`src/rtl/mnist_pkg.sv`:
```
// Shared types and default configuration for the MNIST MLP layer sequencer.
package mnist_pkg;

    typedef enum logic [2:0] {
        ST_IDLE     = 3'd0,
        ST_L_START  = 3'd1,
        ST_L_WAIT   = 3'd2,
        ST_AM_RD    = 3'd3,
        ST_AM_DRAIN = 3'd4,
        ST_DONE     = 3'd5,
        ST_ERR      = 3'd6
    } state_e;

    typedef struct packed {
        logic [15:0] in_words;
        logic [7:0]  neurons;
    } layer_cfg_t;

    localparam int NUM_CLASSES = 10;
    localparam int SCORE_W     = 32;

    typedef logic signed [SCORE_W-1:0] score_t;

    localparam int L1_IN_WORDS_C = 196;
    localparam int L1_NEURONS_C  = 60;
    localparam int L2_IN_WORDS_C = 60;
    localparam int L2_NEURONS_C  = 30;
    localparam int L3_IN_WORDS_C = 30;
    localparam int L3_NEURONS_C  = NUM_CLASSES;

    localparam layer_cfg_t L1_CFG = '{in_words: 16'd196, neurons: 8'd60};
    localparam layer_cfg_t L2_CFG = '{in_words: 16'd60,  neurons: 8'd30};
    localparam layer_cfg_t L3_CFG = '{in_words: 16'd30,  neurons: 8'd10};

    function automatic layer_cfg_t make_cfg(input int in_words, input int neurons);
        layer_cfg_t cfg;
        cfg.in_words = 16'(in_words);
        cfg.neurons  = 8'(neurons);
        return cfg;
    endfunction

endpackage

```
`src/rtl/mnist_layer_sequencer_score_argmax.sv`:
```
// Streaming signed argmax; outputs already include the sample presented this cycle.
module score_argmax #(
    parameter int W  = 32,
    parameter int IW = 4
) (
    input  logic          clk,
    input  logic          rst_n,
    input  logic          start,
    input  logic          valid,
    input  logic [W-1:0]  data,
    input  logic [IW-1:0] index,
    output logic [IW-1:0] best_idx,
    output logic [W-1:0]  best_val
);

    logic [IW-1:0] best_idx_q;
    logic [IW-1:0] best_idx_d;
    logic [W-1:0]  best_val_q;
    logic [W-1:0]  best_val_d;
    logic          take_s;

    // Strictly-greater update keeps the earliest index on ties
    always_comb begin
        take_s     = 1'b0;
        best_idx_d = best_idx_q;
        best_val_d = best_val_q;
        if (valid) begin
            take_s = start || ($signed(data) > $signed(best_val_q));
        end else begin
            take_s = 1'b0;
        end
        if (take_s) begin
            best_idx_d = index;
            best_val_d = data;
        end else begin
            best_idx_d = best_idx_q;
            best_val_d = best_val_q;
        end
    end

    // Running maximum storage
    always_ff @(posedge clk or negedge rst_n) begin
        if (!rst_n) begin
            best_idx_q <= '0;
            best_val_q <= '0;
        end else begin
            best_idx_q <= best_idx_d;
            best_val_q <= best_val_d;
        end
    end

    assign best_idx = best_idx_d;
    assign best_val = best_val_d;

endmodule

```
`src/rtl/mnist_layer_sequencer.sv`:
```
// Top-level controller: runs the shared MAC through three layers, then argmaxes the scores.
module mnist_layer_sequencer
    import mnist_pkg::*;
#(
    parameter int L1_IN_WORDS    = L1_IN_WORDS_C,
    parameter int L1_NEURONS     = L1_NEURONS_C,
    parameter int L2_IN_WORDS    = L2_IN_WORDS_C,
    parameter int L2_NEURONS     = L2_NEURONS_C,
    parameter int L3_IN_WORDS    = L3_IN_WORDS_C,
    parameter int L3_NEURONS     = L3_NEURONS_C,
    parameter int SCORE_WIDTH    = SCORE_W,
    parameter int TIMEOUT_CYCLES = 0
) (
    input  logic                   clk,
    input  logic                   reset,
    input  logic                   i_run,
    output logic                   o_busy,
    output logic                   o_done,
    output logic                   o_error,
    output logic                   o_layer_start,
    output logic [1:0]             o_layer_sel,
    output logic [15:0]            o_in_words,
    output logic [7:0]             o_neurons,
    input  logic                   i_layer_done,
    output logic                   o_score_rd,
    output logic [3:0]             o_score_addr,
    input  logic [SCORE_WIDTH-1:0] i_score_data,
    output logic [3:0]             mnist_class
);

    localparam layer_cfg_t CFG_L1 = make_cfg(L1_IN_WORDS, L1_NEURONS);
    localparam layer_cfg_t CFG_L2 = make_cfg(L2_IN_WORDS, L2_NEURONS);
    localparam layer_cfg_t CFG_L3 = make_cfg(L3_IN_WORDS, L3_NEURONS);
    localparam logic [3:0]  LAST_ADDR = 4'(L3_NEURONS - 1);
    localparam bit          WD_EN     = (TIMEOUT_CYCLES != 0);
    localparam logic [31:0] WD_LAST   = 32'(TIMEOUT_CYCLES - 1);

    state_e      state_q, state_d;
    logic [1:0]  layer_q, layer_d;
    logic [31:0] wd_q, wd_d;
    logic        busy_q, busy_d;
    logic        done_q, done_d;
    logic        error_q, error_d;
    logic        start_q, start_d;
    logic [1:0]  sel_q, sel_d;
    logic [15:0] words_q, words_d;
    logic [7:0]  neurons_q, neurons_d;
    logic        rd_q, rd_d;
    logic [3:0]  addr_q, addr_d;
    logic        rd_dly_q, rd_dly_d;
    logic [3:0]  idx_dly_q, idx_dly_d;
    logic [3:0]  class_q, class_d;
    layer_cfg_t  cfg_s;
    logic [3:0]  best_idx_s;

    // Next-state and control decode
    always_comb begin
        state_d   = state_q;
        layer_d   = layer_q;
        wd_d      = wd_q;
        busy_d    = busy_q;
        done_d    = 1'b0;
        error_d   = error_q;
        start_d   = 1'b0;
        rd_d      = 1'b0;
        addr_d    = 4'd0;
        class_d   = class_q;
        rd_dly_d  = rd_q;
        idx_dly_d = addr_q;
        case (state_q)
            ST_IDLE, ST_ERR: begin
                if (i_run) begin
                    state_d = ST_L_START;
                    layer_d = 2'd0;
                    busy_d  = 1'b1;
                    error_d = 1'b0;
                    start_d = 1'b1;
                end else begin
                    busy_d = 1'b0;
                end
            end
            ST_L_START: begin
                state_d = ST_L_WAIT;
                wd_d    = 32'd0;
            end
            ST_L_WAIT: begin
                if (i_layer_done) begin
                    if (layer_q < 2'd2) begin
                        layer_d = layer_q + 2'd1;
                        state_d = ST_L_START;
                        start_d = 1'b1;
                    end else begin
                        state_d = ST_AM_RD;
                        rd_d    = 1'b1;
                        addr_d  = 4'd0;
                    end
                end else if (WD_EN && (wd_q == WD_LAST)) begin
                    state_d = ST_ERR;
                    error_d = 1'b1;
                    busy_d  = 1'b0;
                end else begin
                    wd_d = wd_q + 32'd1;
                end
            end
            ST_AM_RD: begin
                if (addr_q == LAST_ADDR) begin
                    state_d = ST_AM_DRAIN;
                end else begin
                    rd_d   = 1'b1;
                    addr_d = addr_q + 4'd1;
                end
            end
            ST_AM_DRAIN: begin
                state_d = ST_DONE;
                class_d = best_idx_s;
                done_d  = 1'b1;
                busy_d  = 1'b0;
            end
            ST_DONE: begin
                state_d = ST_IDLE;
            end
            default: begin
                state_d = ST_IDLE;
                busy_d  = 1'b0;
            end
        endcase
    end

    // Layer configuration presented only while a layer is in flight
    always_comb begin
        case (layer_d)
            2'd0:    cfg_s = CFG_L1;
            2'd1:    cfg_s = CFG_L2;
            2'd2:    cfg_s = CFG_L3;
            default: cfg_s = '0;
        endcase
        if ((state_d == ST_L_START) || (state_d == ST_L_WAIT)) begin
            sel_d     = layer_d;
            words_d   = cfg_s.in_words;
            neurons_d = cfg_s.neurons;
        end else begin
            sel_d     = 2'd0;
            words_d   = 16'd0;
            neurons_d = 8'd0;
        end
    end

    // State and registered outputs
    always_ff @(posedge clk or negedge reset) begin
        if (!reset) begin
            state_q   <= ST_IDLE;
            layer_q   <= 2'd0;
            wd_q      <= 32'd0;
            busy_q    <= 1'b0;
            done_q    <= 1'b0;
            error_q   <= 1'b0;
            start_q   <= 1'b0;
            sel_q     <= 2'd0;
            words_q   <= 16'd0;
            neurons_q <= 8'd0;
            rd_q      <= 1'b0;
            addr_q    <= 4'd0;
            rd_dly_q  <= 1'b0;
            idx_dly_q <= 4'd0;
            class_q   <= 4'd0;
        end else begin
            state_q   <= state_d;
            layer_q   <= layer_d;
            wd_q      <= wd_d;
            busy_q    <= busy_d;
            done_q    <= done_d;
            error_q   <= error_d;
            start_q   <= start_d;
            sel_q     <= sel_d;
            words_q   <= words_d;
            neurons_q <= neurons_d;
            rd_q      <= rd_d;
            addr_q    <= addr_d;
            rd_dly_q  <= rd_dly_d;
            idx_dly_q <= idx_dly_d;
            class_q   <= class_d;
        end
    end

    // Score data lands one cycle after its read, so the argmax follows a delayed strobe
    score_argmax #(
        .W  (SCORE_WIDTH),
        .IW (4)
    ) u_argmax (
        .clk      (clk),
        .rst_n    (reset),
        .start    (idx_dly_q == 4'd0),
        .valid    (rd_dly_q),
        .data     (i_score_data),
        .index    (idx_dly_q),
        .best_idx (best_idx_s),
        .best_val ()
    );

    assign o_busy        = busy_q;
    assign o_done        = done_q;
    assign o_error       = error_q;
    assign o_layer_start = start_q;
    assign o_layer_sel   = sel_q;
    assign o_in_words    = words_q;
    assign o_neurons     = neurons_q;
    assign o_score_rd    = rd_q;
    assign o_score_addr  = addr_q;
    assign mnist_class   = class_q;

endmodule
```
`config.mk`:
```
export PLATFORM = sky130hd
export DESIGN_NAME = mnist_layer_sequencer
export DESIGN_NICKNAME = d
export VERILOG_FILES = /design/src/rtl/mnist_pkg.sv /design/src/rtl/mnist_layer_sequencer_score_argmax.sv /design/src/rtl/mnist_layer_sequencer.sv
export SDC_FILE = /design/constraint.sdc
export NUM_CORES = 1
export LEC_CHECK = 0
export CAP_MARGIN = 20
export CORE_ASPECT_RATIO = 1.2
export CORE_MARGIN = 10
export CORE_UTILIZATION = 45
export CTS_BUF_LIST = sky130_fd_sc_hd__clkbuf_16
export DETAILED_ROUTE_END_ITERATION = 7
export PLACE_DENSITY = 0.8
export SYNTH_ARGS = -nofsm -noshare
export SYNTH_HDL_FRONTEND = slang
export SYNTH_HIERARCHICAL = 1
export SYNTH_SLANG_ARGS = --single-unit
```
`constraint.sdc`:
```
create_clock -name clk -period 6 [get_ports clk]
set_input_delay 1.2 -clock clk [delete_from_list [all_inputs] [get_ports clk]]
set_output_delay 1.2 -clock clk [all_outputs]
set_load 0.03 [all_outputs]
```
==> results of run 1 <==
-- layout make-up --
| type | count | area [sq um] | area share |
|---|---|---|---|
| Multi-Input combinational cell | 205 | 1818 | 0.3864 |
| Timing Repair Buffer | 63 | 620.6 | 0.1319 |
| Sequential cell | 66 | 1652 | 0.3511 |
| Clock inverter | 7 | 77.57 | 0.01649 |
| Clock buffer | 9 | 225.2 | 0.04787 |
| Tap cell | 114 | 142.6 | 0.03032 |
| Inverter | 45 | 168.9 | 0.03590 |
-- per-stage QoR --
step                instance area, sq um  cells
detailed placement                  4402    493
floorplan                           3869    341
global route                        4705    509
finish                              4705    509
global placement                    4402    493
CTS                                 4705    509
-- cells in the final DEF (no fill, tap or decap), drive strengths merged, types with 2 or more instances in the layout --
cell / instances
a211oi: 2
a21o: 2
a21oi: 18
a22oi: 2
buf: 3
clkbuf: 9
clkdlybuf4s50: 60
clkinv: 3
conb: 13
dfrtp: 66
ha: 40
inv: 47
mux2: 41
mux2i: 2
nand2: 19
nand2b: 2
nand3: 6
nand3b: 2
nand4: 5
nor2: 16
nor2b: 5
nor3: 5
nor4: 3
o21ai: 7
o221ai: 2
o31ai: 2
-- report_power, final --
part	switching (uW)	internal, uW	leakage [uW]
clock	200	325	0.000146
combinational	582	567	0.00136
sequential	121	621	0.000831
-- kinds of logic after synthesis --
family | synth area share
AOI/OAI and AO/OA | 0.08017
buffers and inverters | 0.1044
muxes | 0.1564
xor gates and xnor gates | 0.004582
other | 0.0009807
and+or+nand+nor | 0.09064
DFF | 0.4319
adders and majority gates | 0.1309
-- final timing paths --
kind	cells after the start	to	slack, ps	start
max	9	u_argmax/best_val_q[0]	2070	i_score_data[9]
min	0	rd_dly_q	400	o_score_rd
max reg2reg	9	u_argmax/best_val_q[0]	3010	u_argmax/best_val_q[15]
min reg2reg	0	rd_dly_q	400	o_score_rd
max in group asynchronous	2	u_argmax/best_val_q[27]	4420	reset
min in group asynchronous	2	u_argmax/best_val_q[10]	1050	reset
-- critical path, stage by stage --
cell and delay (ps):
clkdlybuf4s50_1 450, ha_1 330, nand4_1 150, nor4_1 570, nand4_1 160, o311a_1 190
o21ai_4 200, buf_4 500, mux2_2 380
-- routing by layer --
layer	wire (microns)	up-vias
met2	4186	59
li1	-	1210
met1	3389	1229
met3	231	16
met5	0	-
met4	184	0
-- sequential cells by signal, indices dropped and copies added (netlist names), 2 cells and up --
register and count:
mnist_class 4, o_layer_sel 2, idx_dly_q 4, u_argmax/best_idx_q 4
o_in_words 5, state_q 3, o_score_addr 4, layer_q 2
u_argmax/best_val_q 32
==> impl_metrics.yaml, run 1 <==
placed_design:
  io_buffers: 61
  gp_congestion: 0.7584
  dp_slack_ps: 1733
  hpwl_mm: 5.903
power_and_ir_drop:
  cellLeakagePower_uw: 0.002334
  power.density_mw_per_mm2: 513.3
  vdd_drop_max_v: 0.0001945
  power_uw: 2415
yosys:
  synth_largest_area_cell: "dfrtp_1"
  synthTopCellsByArea: "dfrtp_1 (43%), ha_1 (13%), mux2_4 (12%), inv_1 (4.4%), buf_4 (3.7%)"
  synth-main-ff-cell: "dfrtp_1"
  synthMostInstantiatedCell: "dfrtp_1"
  synth_enable_flop_cells: 0
  synth_top_area_share: 0.4319
  ys_seq_area_frac: 0.4319
  syn_avg_cell_area_sq_um: 11.62
  yosysWarnings: 6
  synth_cells: 329
  synth-seq-cells: 66
  synthArstFlopShare: 1.000
  synth_common_cells: "dfrtp_1 (66), inv_1 (45), ha_1 (40), mux2_4 (31)"
  ys_types: 45
  syn_area_sq_mm: 0.003824
final_layout:
  fillers: 695
  drive_gt1_frac: 0.1772
  antenna_cells: 0
  utilization: 0.5739
  areaGrowthSynthToFinish_pct: 23.04
  final_nets: 466
routing:
  drc: 0
  antenna_left: 0
  post_drt_wl_per_cell_microns: 15.70
  avgViaCountPerCell: 4.939
  first_iter_violations: 83
  dr.pass1.iters: 6
  drt-total-wl_mm: 7.991
  route.vias.total: 2514
global_route:
  grtUsageMet3: 0.03294
  antenna_found_initial: 0
  grt_use_total: 0.1331
  use_met2: 0.2337
  grt_pass1_vias: 2790
  met1_usage: 0.1491
  grt.busiest_layer: "met2"
  overflow: 0
  grt_pass1_wl_mm: 13.65
  grt_max_degree: 67
sta:
  fin_skew_ps: 5.942
  tightest_slew_ps: 806.6
  hold_ws_ps: 399.9
  max_freq_ghz: 0.2546
  slew_headroom: 0.4623
  setup_viol: 0
  finalCritPeriodShare: 0.6546
  hold_violations: 0
  finalMaxSlewViolations: 0
  rsz0062_at_grt: "false"
  tns_ps: 0
  worst_slack_ps: 2072
  finalCriticalPeriod_ps: 3928
run:
  maxCapViolCount: 0
setup_path:
  crit_required_ps: 6210
  cp.arrival_ps: 4140
  critPathLaunchType: "input port"
  critPathCaptureType: "flip-flop"
  crit_fanout: 25
  critical_path_class: "input port to flip-flop"
clock_tree:
  clockRootBuffer: "clkbuf_16"
  clock_path_buffers: 2
  htreeDepth: 3
  post_cts_resized: 0
  clock-sinks: 66
  postCtsSetupBuffers: 0
  cts_tree: "yes"
  hold_buffers: 0
  clk_latency_ps: 330
  clkTransAtPathRegs_ps: 60
  cts_buffers: 9
die:
  die_area_sq_mm: 0.01260
  core_sq_mm: 0.008198
  ios: 75
  rows: 36
  fp.dieH_microns: 121.0
  chipWidth_microns: 104.1
  initial_core_util: 0.4664
hold_path:
  hold_class: "flip-flop to flip-flop"
run_status:
  status: "completed"
Note: power is estimated with default switching activity, not from simulation.
==> run 2: changes to the inputs <==
==> constraint.sdc (replaced) <==
create_clock -name clk -period 4 [get_ports clk]
set_input_delay 0.8 -clock clk [delete_from_list [all_inputs] [get_ports clk]]
set_output_delay 0.8 -clock clk [all_outputs]
set_load 0.03 [all_outputs]
==> run 2 against run 1 <==
Compared with the run above: sequential cell count unchanged; register-to-register slack worse by 1800 ps; clock skew down 1.0 ps; power up 49%; non-clock buffer count up 1; combinational power up 50%; cell area about the same; setup slack worse by 1400 ps; cell count up 0.20%; critical path type unchanged; largest power group unchanged.
==> impl_metrics.yaml, run 2 (same netlist as run 1, synthesis figures left out) <==
final_layout:
  areaGrowthSynthToFinish_pct: 23.00
  stdcell_area_sq_mm: 0.004703
  fin_cells: 510
  largest_reg_flops: 32
  fillers: 690
  mostFrequentLayoutCell: "dfrtp_1"
  most-common-layout-cells: "dfrtp_1 (66), clkdlybuf4s50_1 (60), inv_1 (45), ha_1 (40), mux2_4 (31)"
  utilization: 0.5737
  top_register: "u_argmax/best_val_q"
  drive_gt1_frac: 0.1768
  antenna_cells: 0
  final_nets: 467
die:
  ios: 75
  core_sq_mm: 0.008198
  rows: 36
  fp.dieH_microns: 121.0
  chipWidth_microns: 104.1
  die_area_sq_mm: 0.01260
  initial_core_util: 0.4664
setup_path:
  cp.arrival_ps: 3590
  crit_end: "u_argmax/best_val_q[0]"
  critical_path_class: "input port to flip-flop"
  critPathLaunchType: "input port"
  crit_fanout: 18
  crit_required_ps: 4210
  worstReg2RegStart: "u_argmax/best_val_q[31]"
  rr_endpoint: "u_argmax/best_val_q[0]"
  crit_start: "i_score_data[31]"
  reg2regPathDepth: 9
  critPathCaptureType: "flip-flop"
  r2r_setup_slack_ps: 1170
global_route:
  antenna_found_initial: 0
  grt_pass1_wl_mm: 13.15
  grt_use_total: 0.1295
  overflow: 0
  grt_max_degree: 44
  grt_pass1_vias: 2745
clock_tree:
  postCtsSetupBuffers: 0
  clock-sinks: 66
  cts_tree: "yes"
  post_cts_resized: 0
  htreeDepth: 3
  clock_path_buffers: 2
  cts_buffers: 9
  clk_latency_ps: 330
  clkTransAtPathRegs_ps: 60
  clockRootBuffer: "clkbuf_16"
  hold_buffers: 0
routing:
  drt-total-wl_mm: 7.986
  post_drt_wl_per_cell_microns: 15.66
  route.vias.total: 2508
  drc: 0
  antenna_left: 0
  avgViaCountPerCell: 4.918
  dr.pass1.iters: 4
  first_iter_violations: 60
sta:
  tns_ps: 0
  rsz0062_at_grt: "false"
  tightest_slew_ps: 596.5
  setup_viol: 0
  finalCriticalPeriod_ps: 3372
  fin_skew_ps: 4.915
  finalMaxSlewViolations: 0
  worst_slack_ps: 627.6
  hold_violations: 0
  max_freq_ghz: 0.2965
  slew_headroom: 0.5986
  finalCritPeriodShare: 0.8431
placed_design:
  dp_slack_ps: 293.1
  io_buffers: 61
  postPlaceCellArea_sq_mm: 0.004409
  gp_congestion: 0.7761
  dpl.cell_count: 494
  hpwl_mm: 6.001
hold_path:
  hold_class: "flip-flop to flip-flop"
power_and_ir_drop:
  power.density_mw_per_mm2: 766.7
  cellLeakagePower_uw: 0.002335
  vdd_drop_max_v: 0.0002599
run_status:
  status: "completed"
run:
  maxCapViolCount: 0
## run 2: critical path, cell delays in order
cell             delay (ps)
clkdlybuf4s50_1         430
ha_1                    440
nand4_4                 170
nor4_4                  380
nand4_1                 180
o311a_1                 210
o21ai_4                 200
buf_4                   410
mux2_2                  370
## run 2: layout make-up
type / count / area (sq um) / area share
repair buffers: 64 / 628.1 / 0.1335
multi-input cells: 205 / 1818 / 0.3865
well taps: 114 / 142.6 / 0.03033
flip-flops and latches: 66 / 1652 / 0.3512
clock inverters: 7 / 68.82 / 0.01463
clock buffers: 9 / 225.2 / 0.04789
inverters: 45 / 168.9 / 0.03591
## run 2: per-layer routing
layer,track usage,vias up,share of wire
li1,-,1214,-
met1,0.1361,1220,0.40
met2,0.2369,59,0.54
met3,0.03241,15,0.036
met4,0.06359,0,0.025
met5,0,-,0
## run 2: power breakdown
part,internal [uW],leakage [uW],switching [uW]
combinational,853,0.00136,865
sequential,932,0.000831,182
clock,481,0.000143,294
total,2270,0.00234,1340
## run 2: metrics by stage
step | total power (uW) | hold WS [ps]
after floorplan | 2485 | 466.8
after global placement | 2752 | 407.0
after detailed placement | 2836 | 412.6
after CTS | 3638 | 422.7
after global routing | 3854 | 434.3
final | 3606 | 410.0
## run 2: worst min-delay path by stage
| stage | from | end | slack [ps] | cells after the start |
|---|---|---|---|---|
| after floorplan | u_argmax/best_idx_q[0] | u_argmax/best_idx_q[0] | 470 | 1 |
| after global placement | o_score_rd | rd_dly_q | 410 | 0 |
| after detailed placement | o_score_rd | rd_dly_q | 410 | 0 |
| after CTS | o_score_rd | rd_dly_q | 420 | 0 |
| after global routing | o_score_rd | rd_dly_q | 430 | 0 |
| final | o_score_rd | rd_dly_q | 410 | 0 |
==> run 3: changes to the inputs <==
==> constraint.sdc (replaced) <==
create_clock -name clk -period 3.29 [get_ports clk]
set_input_delay 0.658 -clock clk [delete_from_list [all_inputs] [get_ports clk]]
set_output_delay 0.658 -clock clk [all_outputs]
set_load 0.03 [all_outputs]
==> run 3 against run 2 <==
Compared with the run above: critical path depth grew 1; non-clock buffer count grew 3; sequential power grew 22%.
==> impl_metrics.yaml, run 3 (same netlist as run 1, synthesis figures left out) <==
run_status:
  status: "completed"
final_layout:
  antenna_cells: 0
  top_register: "u_argmax/best_val_q"
  mostFrequentLayoutCell: "dfrtp_1"
  drive_gt1_frac: 0.1809
  most-common-layout-cells: "dfrtp_1 (66), clkdlybuf4s50_1 (60), inv_1 (45), ha_1 (40), mux2_4 (31)"
  final_nets: 470
  utilization: 0.5884
  fillers: 684
  multi_input_area_sq_mm: 0.001818
  largest_reg_flops: 32
  seq_area_sq_mm: 0.001652
  stdcell_area_sq_mm: 0.004823
  areaGrowthSynthToFinish_pct: 26.15
die:
  fp.dieH_microns: 121.0
  rows: 36
  chipWidth_microns: 104.1
  die_area_sq_mm: 0.01260
  ios: 75
  initial_core_util: 0.4664
  core_sq_mm: 0.008198
global_route:
  grt_max_degree: 36
  grt_use_total: 0.1345
  overflow: 0
  grt_pass1_wl_mm: 13.53
  antenna_found_initial: 0
  grt_pass1_vias: 2808
power_and_ir_drop:
  p_int_uw: 3083
  p_comb_frac: 0.453
  p_sw_frac: 0.3446
  p_clk_frac: 0.260
  power_switching_uw: 1621
  vdd_drop_max_v: 0.0003649
  power.density_mw_per_mm2: 975.4
  seqPwrFrac: 0.287
  cellLeakagePower_uw: 0.002396
clock_tree:
  hold_buffers: 0
  clk_latency_ps: 330
  cts_buffers: 9
  post_cts_resized: 0
  clock-sinks: 66
  cts_tree: "yes"
  postCtsSetupBuffers: 0
  clkTransAtPathRegs_ps: 50
  clockRootBuffer: "clkbuf_16"
  htreeDepth: 3
  clock_path_buffers: 2
sta:
  tightest_slew_ps: 822.6
  slew_headroom: 0.4516
  finalMaxSlewViolations: 0
  fin_skew_ps: 5.425
  max_freq_ghz: 0.3477
  finalCriticalPeriod_ps: 2876
  finalCritPeriodShare: 0.8743
  tns_ps: 0
  rsz0062_at_grt: "false"
  hold_violations: 0
  setup_viol: 0
routing:
  met1_length_mm: 3.183
  wl_met3_microns: 272
  avgViaCountPerCell: 4.869
  route.vias.total: 2493
  dr.pass1.iters: 4
  drt-total-wl_mm: 8.006
  first_iter_violations: 60
  antenna_left: 0
  dr.max_layer_used: "met4"
  dr_wl_met2_mm: 4.389
  drc: 0
  post_drt_wl_per_cell_microns: 15.64
setup_path:
  crit_required_ps: 3510
  crit_fanout: 12
  critPathLaunchType: "input port"
  cp.arrival_ps: 3100
  critical_path_class: "input port to flip-flop"
  critPathCaptureType: "flip-flop"
placed_design:
  hpwl_mm: 6.089
  gp_congestion: 0.7764
  postPlaceCellArea_sq_mm: 0.004444
  io_buffers: 61
run:
  maxCapViolCount: 0
hold_path:
  hold_class: "flip-flop to flip-flop"
-- run 3: final cells by class --
class / instances / share of cell area
multi-input cells: 205 / 0.3769
flip-flops and latches: 66 / 0.3424
repair buffers: 67 / 0.1375
clock buffers: 9 / 0.04669
inverters: 45 / 0.03502
clock inverters: 6 / 0.03191
well taps: 114 / 0.02957
-- run 3: worst max-delay path: stages --
cell	delay, ps
clkdlybuf4s50_1	440
ha_1	320
nand4_2	130
nor4_1	300
buf_4	180
nand4_1	80
o311a_1	170
o21ai_4	130
buf_4	310
mux2_2	360
-- run 3: final timing paths --
kind	start	endpoint	slack, ps	cells past startpoint
min reg2reg	o_score_rd	rd_dly_q	390	0
max	i_score_data[14]	u_argmax/best_val_q[31]	410	10
min in group asynchronous	reset	u_argmax/best_val_q[12]	420	1
min	o_score_rd	rd_dly_q	390	0
max in group asynchronous	reset	u_argmax/best_val_q[5]	2100	2
max reg2reg	u_argmax/best_val_q[12]	u_argmax/best_val_q[31]	800	10
-- run 3: power groups by stage --
stage | Combinational [uW] | Clock (uW) | Sequential (uW)
after floorplan | 1620 | 0 | 1400
after global placement | 2050 | 0 | 1340
after detailed placement | 2130 | 0 | 1360
after CTS | 2160 | 1240 | 1350
after global routing | 2350 | 1280 | 1400
final | 2130 | 1220 | 1350
-- run 3: routing by layer --
metal  vias up  global-route usage
met2        46              0.2472
met4         0             0.05662
met1      1216              0.1399
met5         -                   0
met3        11             0.04038
li1       1220                   -
-- run 3: metrics by stage --
stage / cells / setup slack, ps / hold slack, ps / power (uW)
after floorplan: 341 / 596.5 / 362.4 / 3021
after global placement: 497 / 102.6 / 405.8 / 3388
after detailed placement: 497 / 63.10 / 385.5 / 3489
after CTS: 512 / 410.1 / 393.9 / 4751
after global routing: 512 / 246.1 / 412.8 / 5031
final: 512 / 413.6 / 385.3 / 4705
==> RTL change (flow settings as in run 2) <==
Encoding of `state_e`: now one-hot (7 bits for 7 states).
--- a/src/rtl/mnist_pkg.sv
+++ b/src/rtl/mnist_pkg.sv
@@ -3,10 +3,10 @@
 
-    typedef enum logic [2:0] {
-        ST_IDLE     = 3'd0,
-        ST_L_START  = 3'd1,
-        ST_L_WAIT   = 3'd2,
-        ST_AM_RD    = 3'd3,
-        ST_AM_DRAIN = 3'd4,
-        ST_DONE     = 3'd5,
-        ST_ERR      = 3'd6
+    typedef enum logic [6:0] {
+        ST_IDLE     = 7'b0000001,
+        ST_L_START  = 7'b0000010,
+        ST_L_WAIT   = 7'b0000100,
+        ST_AM_RD    = 7'b0001000,
+        ST_AM_DRAIN = 7'b0010000,
+        ST_DONE     = 7'b0100000,
+        ST_ERR      = 7'b1000000
     } state_e;
Check against the original RTL: no difference found for any inputs over 10 cycles, from zero or initial values and one cycle with reset low; not proved beyond that.
==> RTL change against run 2 <==
- routed wire length grew 10%
- critical path type unchanged
- first-iteration DRC count grew 120%
- largest cell class unchanged
- area after synthesis grew 6.7%
- critical endpoint is now u_argmax/best_val_q[6]$_DFF_PN0_
- sequential cell count grew 4
- worst setup slack gained 0.12 ns
- design area grew 6.0%
Power is not compared: it rests on default switching activity, and its combinational part moved more than twofold at a synthesized area within 25%.
==> RTL change: results (changes against run 2) <==
Run status
  • Outcome: completed

GRT
  • Vias in the first global route: 3042 (+11%)
  • Met1 track demand over resource in global routing: 0.151 (+0.0150)
  • Global router's overall resource usage: 0.138 (+0.00871)
  • Global-route wire length before repair: 15000 µm (+14%)
  • Met3 capacity usage during global routing: 0.0399 (+0.00744)
  • Largest net degree at the start of global routing: 39 (-11%)
  • Grt met2 use: 0.241 (+0.00431)

Finish
  • Total Nets Final: 501 (+7.3%)
  • Area used by multi-input combinational logic: 1950 µm² (+7.2%)
  • ClkCell Share: 0.0630 (+0.000485)
  • Share of cells above drive strength 1: 0.158 (-0.0186)
  • Non-clk invs: 47 (+4.4%)
  • Seq area share: 0.352 (+0.000500)
  • Non-clock buffer share: 0.129 (-0.00453)
  • Layout fillers: 762 (+10%)
  • Number of multi-input logic gates: 231 (+13%)
  • Final design utilization: 0.558 (-0.0160)
  • Final Instance Count excl. Fillers: 550 (+7.8%)
  • Total inserted antenna cells: 0 (unchanged)
  • Buffers, non-clock: 66 (+3.1%)

Place
  • Number of placed instances, taps included: 534 (+8.1%)
  • Placement Cell Area: 4670 µm² (+5.9%)
  • Half-perimeter wire length of the detailed placement result: 6510 µm (+8.5%)
  • Routability cong.: 0.755 (-2.8%)
  • Pre-CTS setup slack: 0.437 ns (+0.144 ns)

Synth
  • Sequential fraction of the synthesis area: 0.429 (-0.00245)
  • Post-synth cell types: 52 (+16%)
  • Most common library cells after synthesis: 69 x sky130_fd_sc_hd__dfrtp_1, 47 x sky130_fd_sc_hd__inv_1, 40 x sky130_fd_sc_hd__ha_1, 30 x sky130_fd_sc_hd__mux2_4, 28 x sky130_fd_sc_hd__nand2_1
  • Synth area leaders: sky130_fd_sc_hd__dfrtp_1 42%, sky130_fd_sc_hd__ha_1 12%, sky130_fd_sc_hd__mux2_4 11%
  • Avg Inst Size Synth: 11.2 µm² (-3.8%)
  • Synthesized area: 4080 µm² (+6.7%)

CTS
  • Buffer cell driving the clock tree root: sky130_fd_sc_hd__clkbuf_16
  • Num Clock Sinks: 70 (+6.1%)
  • CTS clk-pin slew, worst paths: 0.06 ns (about the same)

Worst setup path
  • Reg2Reg Launch Point: u_argmax/best_val_q[14]$_DFF_PN0_
  • Crit path max-delay cell type: sky130_fd_sc_hd__nor4_1
  • Reg2Reg Depth: 9 (unchanged)
  • Flop2flop setup slack: 1.26 ns (+0.09 ns)
  • CP max FO: 12 (-6)
  • Worst EP arrival: 3.46 ns (-0.13 ns)
  • Crit path from: i_score_data[14]
  • End of the critical path: u_argmax/best_val_q[6]$_DFF_PN0_
  • Biggest cell delay along the critical path: 0.50 ns (+0.06 ns)

Drt
  • Total wire length after detailed routing: 8800 µm (+10%)
  • First DRT Iteration DRCs: 132 (+120%)
  • Post-DR vias/cell: 5.01 (+1.8%)

Timing
  • Setup clock skew after layout: 0.00605 ns (+0.00114 ns)
  • Setup WS post-layout: 0.744 ns (+0.117 ns)
  • Tightest Pin Transition: 0.728 ns (+0.131 ns)
[RTL change: worst min path at each step]
| stage | cells after the start | slack, ns | from | end |
|---|---|---|---|---|
| floorplan | 1 | 0.47 | u_argmax/best_idx_q[0]$_DFF_PN0_ | u_argmax/best_idx_q[0]$_DFF_PN0_ |
| finish | 0 | 0.39 | o_score_rd$_DFF_PN0_ | rd_dly_q$_DFF_PN0_ |
| global route | 0 | 0.42 | o_score_rd$_DFF_PN0_ | rd_dly_q$_DFF_PN0_ |
| global placement | 0 | 0.38 | o_score_rd$_DFF_PN0_ | rd_dly_q$_DFF_PN0_ |
| detailed placement | 0 | 0.39 | o_score_rd$_DFF_PN0_ | rd_dly_q$_DFF_PN0_ |
| CTS | 0 | 0.40 | o_score_rd$_DFF_PN0_ | rd_dly_q$_DFF_PN0_ |
[RTL change: worst max-delay path: cells and delay by family]
| kind | cells | cell delay (ns) |
|---|---|---|
| AOI/OAI and AO/OA | 3 | 0.68 |
| adders and majority gates | 1 | 0.33 |
| buffers and inverters | 2 | 0.68 |
| muxes | 1 | 0.31 |
| and+or+nand+nor | 2 | 0.64 |
[RTL change: cell families after synthesis]
logic type / synth area share
other: 0.000919
multiplexers: 0.127
adder cells (fa/ha/maj): 0.123
AND/OR/NAND/NOR: 0.133
AO/OA/AOI/OAI: 0.0699
buffers and inverters: 0.104
XOR/XNOR: 0.0129
flip-flops: 0.429
[RTL change: power breakdown]
group | total [mW] | switching [mW] | leakage, nW | internal (mW)
clock network | 0.830 | 0.289 | 0.150 | 0.541
logic | 0.761 | 0.421 | 1.46 | 0.340
registers | 0.890 | 0.0875 | 0.872 | 0.803
[RTL change: routing by layer]
metal,part of all wire,wire [µm]
met5,0,0
met4,0.023,206
met3,0.046,407
met2,0.53,4640
met1,0.40,3540
